===== src/rtl/dws_pkg.sv =====
// Shared types and widths for the delayed-write scheduler.
// slot_t is one pending write: valid flag, cycles-to-go countdown and payload.
package dws_pkg;

   localparam int PKG_DW    = 32;
   localparam int PKG_DELW  = 8;
   localparam int PKG_DEPTH = 4;

   function automatic int cnt_w(input int depth);
      return $clog2(depth + 1);
   endfunction

   localparam int PKG_CW = cnt_w(PKG_DEPTH);

   typedef struct packed {
      logic                valid;
      logic [PKG_DELW-1:0] cnt;
      logic [PKG_DW-1:0]   data;
   } slot_t;

endpackage


===== src/rtl/dws_age_matrix.sv =====
// Acceptance-order tracker for the pending-write slots.
// Ports: clk/rst, alloc_i (one-hot new slot), mask_i (candidates),
// youngest_o (one-hot youngest candidate, combinational from state).
module dws_age_matrix
   import dws_pkg::*;
#(
   parameter int DEPTH = PKG_DEPTH
) (
   input  logic             clk,
   input  logic             rst,
   input  logic [DEPTH-1:0] alloc_i,
   input  logic [DEPTH-1:0] mask_i,
   output logic [DEPTH-1:0] youngest_o
);

   // age_q[i][j] = 1 : slot i was accepted before slot j
   logic [DEPTH-1:0] age_q [DEPTH];
   logic [DEPTH-1:0] age_d [DEPTH];

   // A new slot is younger than everything; rows of freed slots may go
   // stale, harmless because only valid slots are ever in the mask.
   always_comb begin
      for (int i = 0; i < DEPTH; i++) begin
         age_d[i] = age_q[i];
         for (int j = 0; j < DEPTH; j++) begin
            if (alloc_i[i]) begin
               age_d[i][j] = 1'b0;
            end else if (alloc_i[j]) begin
               age_d[i][j] = 1'b1;
            end
         end
      end
   end

   // Youngest candidate: not older than any other candidate.
   always_comb begin
      for (int i = 0; i < DEPTH; i++) begin
         youngest_o[i] = mask_i[i] & ~|(age_q[i] & mask_i);
      end
   end

   always_ff @(posedge clk or posedge rst) begin
      if (rst) begin
         for (int i = 0; i < DEPTH; i++) begin
            age_q[i] <= '0;
         end
      end else begin
         for (int i = 0; i < DEPTH; i++) begin
            age_q[i] <= age_d[i];
         end
      end
   end

endmodule


===== src/rtl/delayed_write_sched.sv =====
// Cycle model of `val <= #d expr`: delayed writes held in a slot pool,
// committed last-accepted-wins. Ports: req_* handshake with delay/data,
// cancel_all, registered val/val_changed, pending_cnt occupancy.
module delayed_write_sched
   import dws_pkg::*;
#(
   parameter int          DW        = PKG_DW,
   parameter int          DELW      = PKG_DELW,
   parameter int          DEPTH     = PKG_DEPTH,
   parameter logic [DW-1:0] RESET_VAL = '0
) (
   input  logic                       clk,
   input  logic                       rst,
   input  logic                       req_valid,
   output logic                       req_ready,
   input  logic [DELW-1:0]            req_delay,
   input  logic [DW-1:0]              req_data,
   input  logic                       cancel_all,
   output logic [DW-1:0]              val,
   output logic                       val_changed,
   output logic [$clog2(DEPTH+1)-1:0] pending_cnt
);

   localparam int CW = $clog2(DEPTH + 1);

   // slot_t carries the package widths, so DW/DELW track PKG_DW/PKG_DELW
   slot_t slot_q [DEPTH];
   slot_t slot_d [DEPTH];

   logic [DW-1:0]    val_q, val_d;
   logic             chg_q, chg_d;
   logic [DW-1:0]    exp_data;
   logic [CW-1:0]    cnt_c;
   logic [DEPTH-1:0] vld, expire, alloc, youngest;
   logic             accept, bypass, take, found;

   always_comb begin
      for (int i = 0; i < DEPTH; i++) begin
         vld[i]    = slot_q[i].valid;
         expire[i] = slot_q[i].valid & (slot_q[i].cnt == DELW'(1));
      end
   end

   always_comb begin
      cnt_c = '0;
      for (int i = 0; i < DEPTH; i++) begin
         cnt_c = cnt_c + CW'(vld[i]);
      end
   end

   // Ready only from registered occupancy: a slot freed this edge
   // cannot be refilled until the next one.
   assign req_ready = (cnt_c < CW'(DEPTH));
   assign accept    = req_valid & req_ready;
   assign bypass    = accept & (req_delay == '0);
   assign take      = accept & ~bypass & ~cancel_all;

   // Lowest-index slot that is free in registered state.
   always_comb begin
      alloc = '0;
      found = 1'b0;
      for (int i = 0; i < DEPTH; i++) begin
         if (!vld[i] && !found) begin
            alloc[i] = take;
            found    = 1'b1;
         end
      end
   end

   dws_age_matrix #(
      .DEPTH (DEPTH)
   ) u_age (
      .clk        (clk),
      .rst        (rst),
      .alloc_i    (alloc),
      .mask_i     (expire),
      .youngest_o (youngest)
   );

   always_comb begin
      exp_data = '0;
      for (int i = 0; i < DEPTH; i++) begin
         if (youngest[i]) begin
            exp_data = exp_data | slot_q[i].data;
         end
      end
   end

   // Bypass was accepted last, so it beats any expiring slot.
   always_comb begin
      val_d = val_q;
      if (bypass) begin
         val_d = req_data;
      end else if (|expire && !cancel_all) begin
         val_d = exp_data;
      end
      chg_d = (val_d != val_q);
   end

   always_comb begin
      for (int i = 0; i < DEPTH; i++) begin
         slot_d[i] = slot_q[i];
         if (cancel_all) begin
            slot_d[i].valid = 1'b0;
         end else if (alloc[i]) begin
            slot_d[i] = '{valid: 1'b1, cnt: req_delay, data: req_data};
         end else if (slot_q[i].valid) begin
            if (expire[i]) begin
               slot_d[i].valid = 1'b0;
            end else begin
               slot_d[i].cnt = slot_q[i].cnt - DELW'(1);
            end
         end
      end
   end

   always_ff @(posedge clk or posedge rst) begin
      if (rst) begin
         val_q <= RESET_VAL;
         chg_q <= 1'b0;
         for (int i = 0; i < DEPTH; i++) begin
            slot_q[i] <= '0;
         end
      end else begin
         val_q <= val_d;
         chg_q <= chg_d;
         for (int i = 0; i < DEPTH; i++) begin
            slot_q[i] <= slot_d[i];
         end
      end
   end

   assign val         = val_q;
   assign val_changed = chg_q;
   assign pending_cnt = cnt_c;

endmodule


===== config.mk =====
export PLATFORM = sky130hd
export DESIGN_NAME = delayed_write_sched
export DESIGN_NICKNAME = d
export VERILOG_FILES = /design/src/rtl/dws_pkg.sv /design/src/rtl/dws_age_matrix.sv /design/src/rtl/delayed_write_sched.sv
export SDC_FILE = /design/constraint.sdc
export NUM_CORES = 1
export LEC_CHECK = 0
export BUFFER_PORTS_ARGS = -buffer_cell sky130_fd_sc_hd__buf_4
export CORE_ASPECT_RATIO = 0.9
export CORE_UTILIZATION = 65
export DETAILED_ROUTE_END_ITERATION = 10
export PLACE_DENSITY = 0.9
export SLEW_MARGIN = 20
export SYNTH_ARGS = -nofsm -noshare
export SYNTH_HDL_FRONTEND = slang
export SYNTH_SLANG_ARGS = --single-unit

===== constraint.sdc =====
create_clock -name clk -period 17.3 [get_ports clk]
set_input_delay 1.73 -clock clk [delete_from_list [all_inputs] [get_ports clk]]
set_output_delay 1.73 -clock clk [all_outputs]
set_load 0.01 [all_outputs]

==> impl_metrics.toml <==
[clock_tree]
cts_buffer_depth = 3
postCtsSetupBuffers = 0
cts_tree = "done"
root_buffer = "clkbuf_16"
cts_resized = 0
clk_pin_slew_worst_paths_ps = 60
cts_hold_buf = 0
insertion_delay_ps = 520
htree_levels = 1
cts.sinks = 209
cts_buffers = 22

[global_routing]
grt_use_met3 = 0.0806
top_usage_layer = "met2"
antenna_found_initial = 0
grt_pass1_vias = 9929
use_met1 = 0.556
grt_pass1_wl_mm = 53.9
grt_overflow_total = 0
grtUsageTotal = 0.392
grt_max_degree = 136
grt_use_met2 = 0.581

[job]
maxCapViolations = 0

[power_and_ir_drop]
clkPwrFrac = 0.302
comb_power_share = 0.239
p_seq_frac = 0.459
vdd_ir_drop_max_mv = 0.0814
switchingPower_w = 0.000530
cell_internal_pwr_w = 0.00103
power.share.switching = 0.339
total_power_w = 0.00157
power.density_nw_per_um2 = 125
leakage_nw = 5.71

[setup_path]
crit_arrival_ps = 5140
critPathRequiredTime_ps = 17690
crit_path_max_fanout = 33
cpMaxStageDelayCell = "or3b_2"
crit_type = "flip-flop to flip-flop"
end_kind = "flip-flop"
crit_chain = "fa_1, ha_1, ha_1, nand2b_1, a211oi_1, nand3_1, or3b_2, nand2_1, nand3_1, nor3_1, xnor2_1, o21ai_1"
path_buf_inv = 0
cpPeakStageDelay_ps = 900
crit_family = "simple AND/OR/NAND/NOR gates"
cp-start-kind = "flip-flop"

[placement]
numPortBuffers = 80
dpl.hpwl_mm = 21.9
place.gp.congestion = 0.937

[drt]
drc = 0
ant_nets = 0
vias_per_cell = 7.15
drtIter0Drc = 1618
wl_mm = 34.6
firstDrtPassIters = 6
vias = 10400
wl_per_cell_um = 23.7

[yosys]
synth_flop_cell = "dfrtp_1"
syn_inst = 1187
synth.area.top_cells = "dfrtp_1, nand2_1, mux2_2"
synth_area_leader_cell = "dfrtp_1"
synth_seq_area_share = 0.470
synth_cell_type_count = 77
yosysWarnings = 0
synth_top_area_frac = 0.470
synth-async-reset-ratio = 1.00
yosys_register_bits = 209
synth_edf_count = 0
syn_nets = 1242
netlist_area_um2 = 11100
avgSynthCellArea_um2 = 9.38

[floorplanning]
dieArea_um2 = 17700
ioPinCount = 81
rows = 45
die_w_um = 140
die_h_um = 126
initial_core_util = 0.662
core-area_um2 = 16800

[timing]
skew_ps = 19.5
period_minus_slack_ps = 4750
setup_violations = 0
slew_violations = 0
fin_crit_sh = 0.275
worst_slew_pin_slew_ps = 1020
finalHoldViolCount = 0
rsz0062_at_grt = "no"
setup-tns-final_ps = 0
fin_hold_ws_ps = 476
relSlewSlack = 0.317
fmax_mhz = 211

[status]
status = "finished, final reports clean"

[layout]
insertedDiodeCount = 0
drive_above_1_share = 0.170
layout.nets = 1291
area_growth_pct = 12.4

[min_path]
holdCritPathClass = "flip-flop to flip-flop"
[area by class of cell]
class | count | area [um2]
inverters | 35 | 139
flip-flops and latches | 209 | 5230
clock buffers | 30 | 611
well taps | 211 | 264
clock inverters | 6 | 93.8
repair buffers | 91 | 683
fillers | 1168 | 4310
multi-input cells | 877 | 5500
[routing by layer]
| metal | wire length (um) | vias to the layer above |
|---|---|---|
| li1 | - | 4362 |
| met1 | 13500 | 5061 |
| met2 | 15000 | 850 |
| met3 | 4480 | 165 |
| met4 | 1590 | 0 |
| met5 | 0 | - |
[flip-flops by register name (all words and copies together) (netlist names)]
name         flops
slot_q         164
val             32
u_age.age_q     12
val_changed      1
[final timing paths]
check	slack, ps	cells after the start	end	startpoint
min in group asynchronous	1400	2	slot_q[161]$_DFFE_PP0P_	rst
setup reg to reg	12550	12	slot_q[39]$_DFFE_PP0P_	slot_q[163]$_DFF_PP0_
hold / removal	480	2	slot_q[41]$_DFFE_PP0P_	slot_q[41]$_DFFE_PP0P_
hold reg to reg	480	2	slot_q[41]$_DFFE_PP0P_	slot_q[41]$_DFFE_PP0P_
max in group asynchronous	14400	3	slot_q[118]$_DFFE_PP0P_	rst
setup / recovery	12550	12	slot_q[39]$_DFFE_PP0P_	slot_q[163]$_DFF_PP0_
[cell usage after synthesis (17+ instances only)]
cell	instances
nand2_1	269
dfrtp_1	209
o21ai_0	75
mux2_2	65
nor2_1	65
clkbuf_1	47
nand3_1	42
inv_1	35
xor2_1	33
a21oi_1	29
a22oi_1	29
a221oi_1	20
and3_1	17
[cells by family (layout without fill, tap and decap cells)]
group / after synthesis / in the layout / share of synthesized area
buffers and inverters: 101 / 162 / 0.0403
xor gates and xnor gates: 37 / 37 / 0.0291
AOI/OAI and AO/OA: 279 / 279 / 0.178
muxes: 67 / 67 / 0.0675
and+or+nand+nor: 483 / 483 / 0.202
adders and majority gates: 11 / 11 / 0.0130
DFF: 209 / 209 / 0.470
[cells in the final DEF (no fill, tap or decap), types with 4 or more instances in the layout]
cell type,n
a211oi_1,8
nand4_1,9
and3_1,17
nand3b_1,4
a221oi_1,20
o21ai_0,75
o31ai_1,7
a22oi_1,29
xnor2_1,4
dfrtp_1,209
nand2_1,269
nor2_1,62
and4_1,4
nor2_4,4
a21oi_1,29
a31oi_1,6
nor3_1,15
a22o_1,15
a32oi_1,7
nor2b_1,8
mux2_2,65
nand3_1,42
clkbuf_16,22
o211ai_1,4
buf_4,91
a21o_1,9
nand2b_1,4
a21boi_0,5
o31a_1,5
and2_1,8
a222oi_1,6
ha_1,10
o22ai_1,14
a221o_1,10
xor2_1,33
nor4_1,13
clkbuf_1,5
inv_1,34
[worst register-to-register path: stages, from the launching register on]
cell	delay [ps]
dfrtp_1	850
fa_1	550
ha_1	210
ha_1	240
nand2b_1	170
a211oi_1	540
nand3_1	300
or3b_2	900
nand2_1	310
nand3_1	140
nor3_1	200
xnor2_1	140
o21ai_1	70
[power groups by stage]
stage                     Combinational [W]  Sequential (W)  Clock [W]
after floorplan                    0.000216        0.000687          0
after global placement             0.000348        0.000711          0
after detailed placement           0.000359        0.000715          0
after CTS                          0.000365        0.000709   0.000471
after global routing               0.000402        0.000725   0.000491
final                              0.000374        0.000719   0.000472
[per-stage QoR]
step / instance area, um2 / std cells / util / setup slack (ps)
final: 12500 / 1459 / 0.744 / 12550
after detailed placement: 11800 / 1423 / 0.702 / 12590
after floorplan: 11100 / 1187 / - / 9860
after global placement: 11800 / 1423 / 0.702 / 12670
after global routing: 12500 / 1459 / 0.744 / 12250
after CTS: 12500 / 1459 / 0.744 / 12680
No activity file was read; power rests on OpenSTA's default activity.
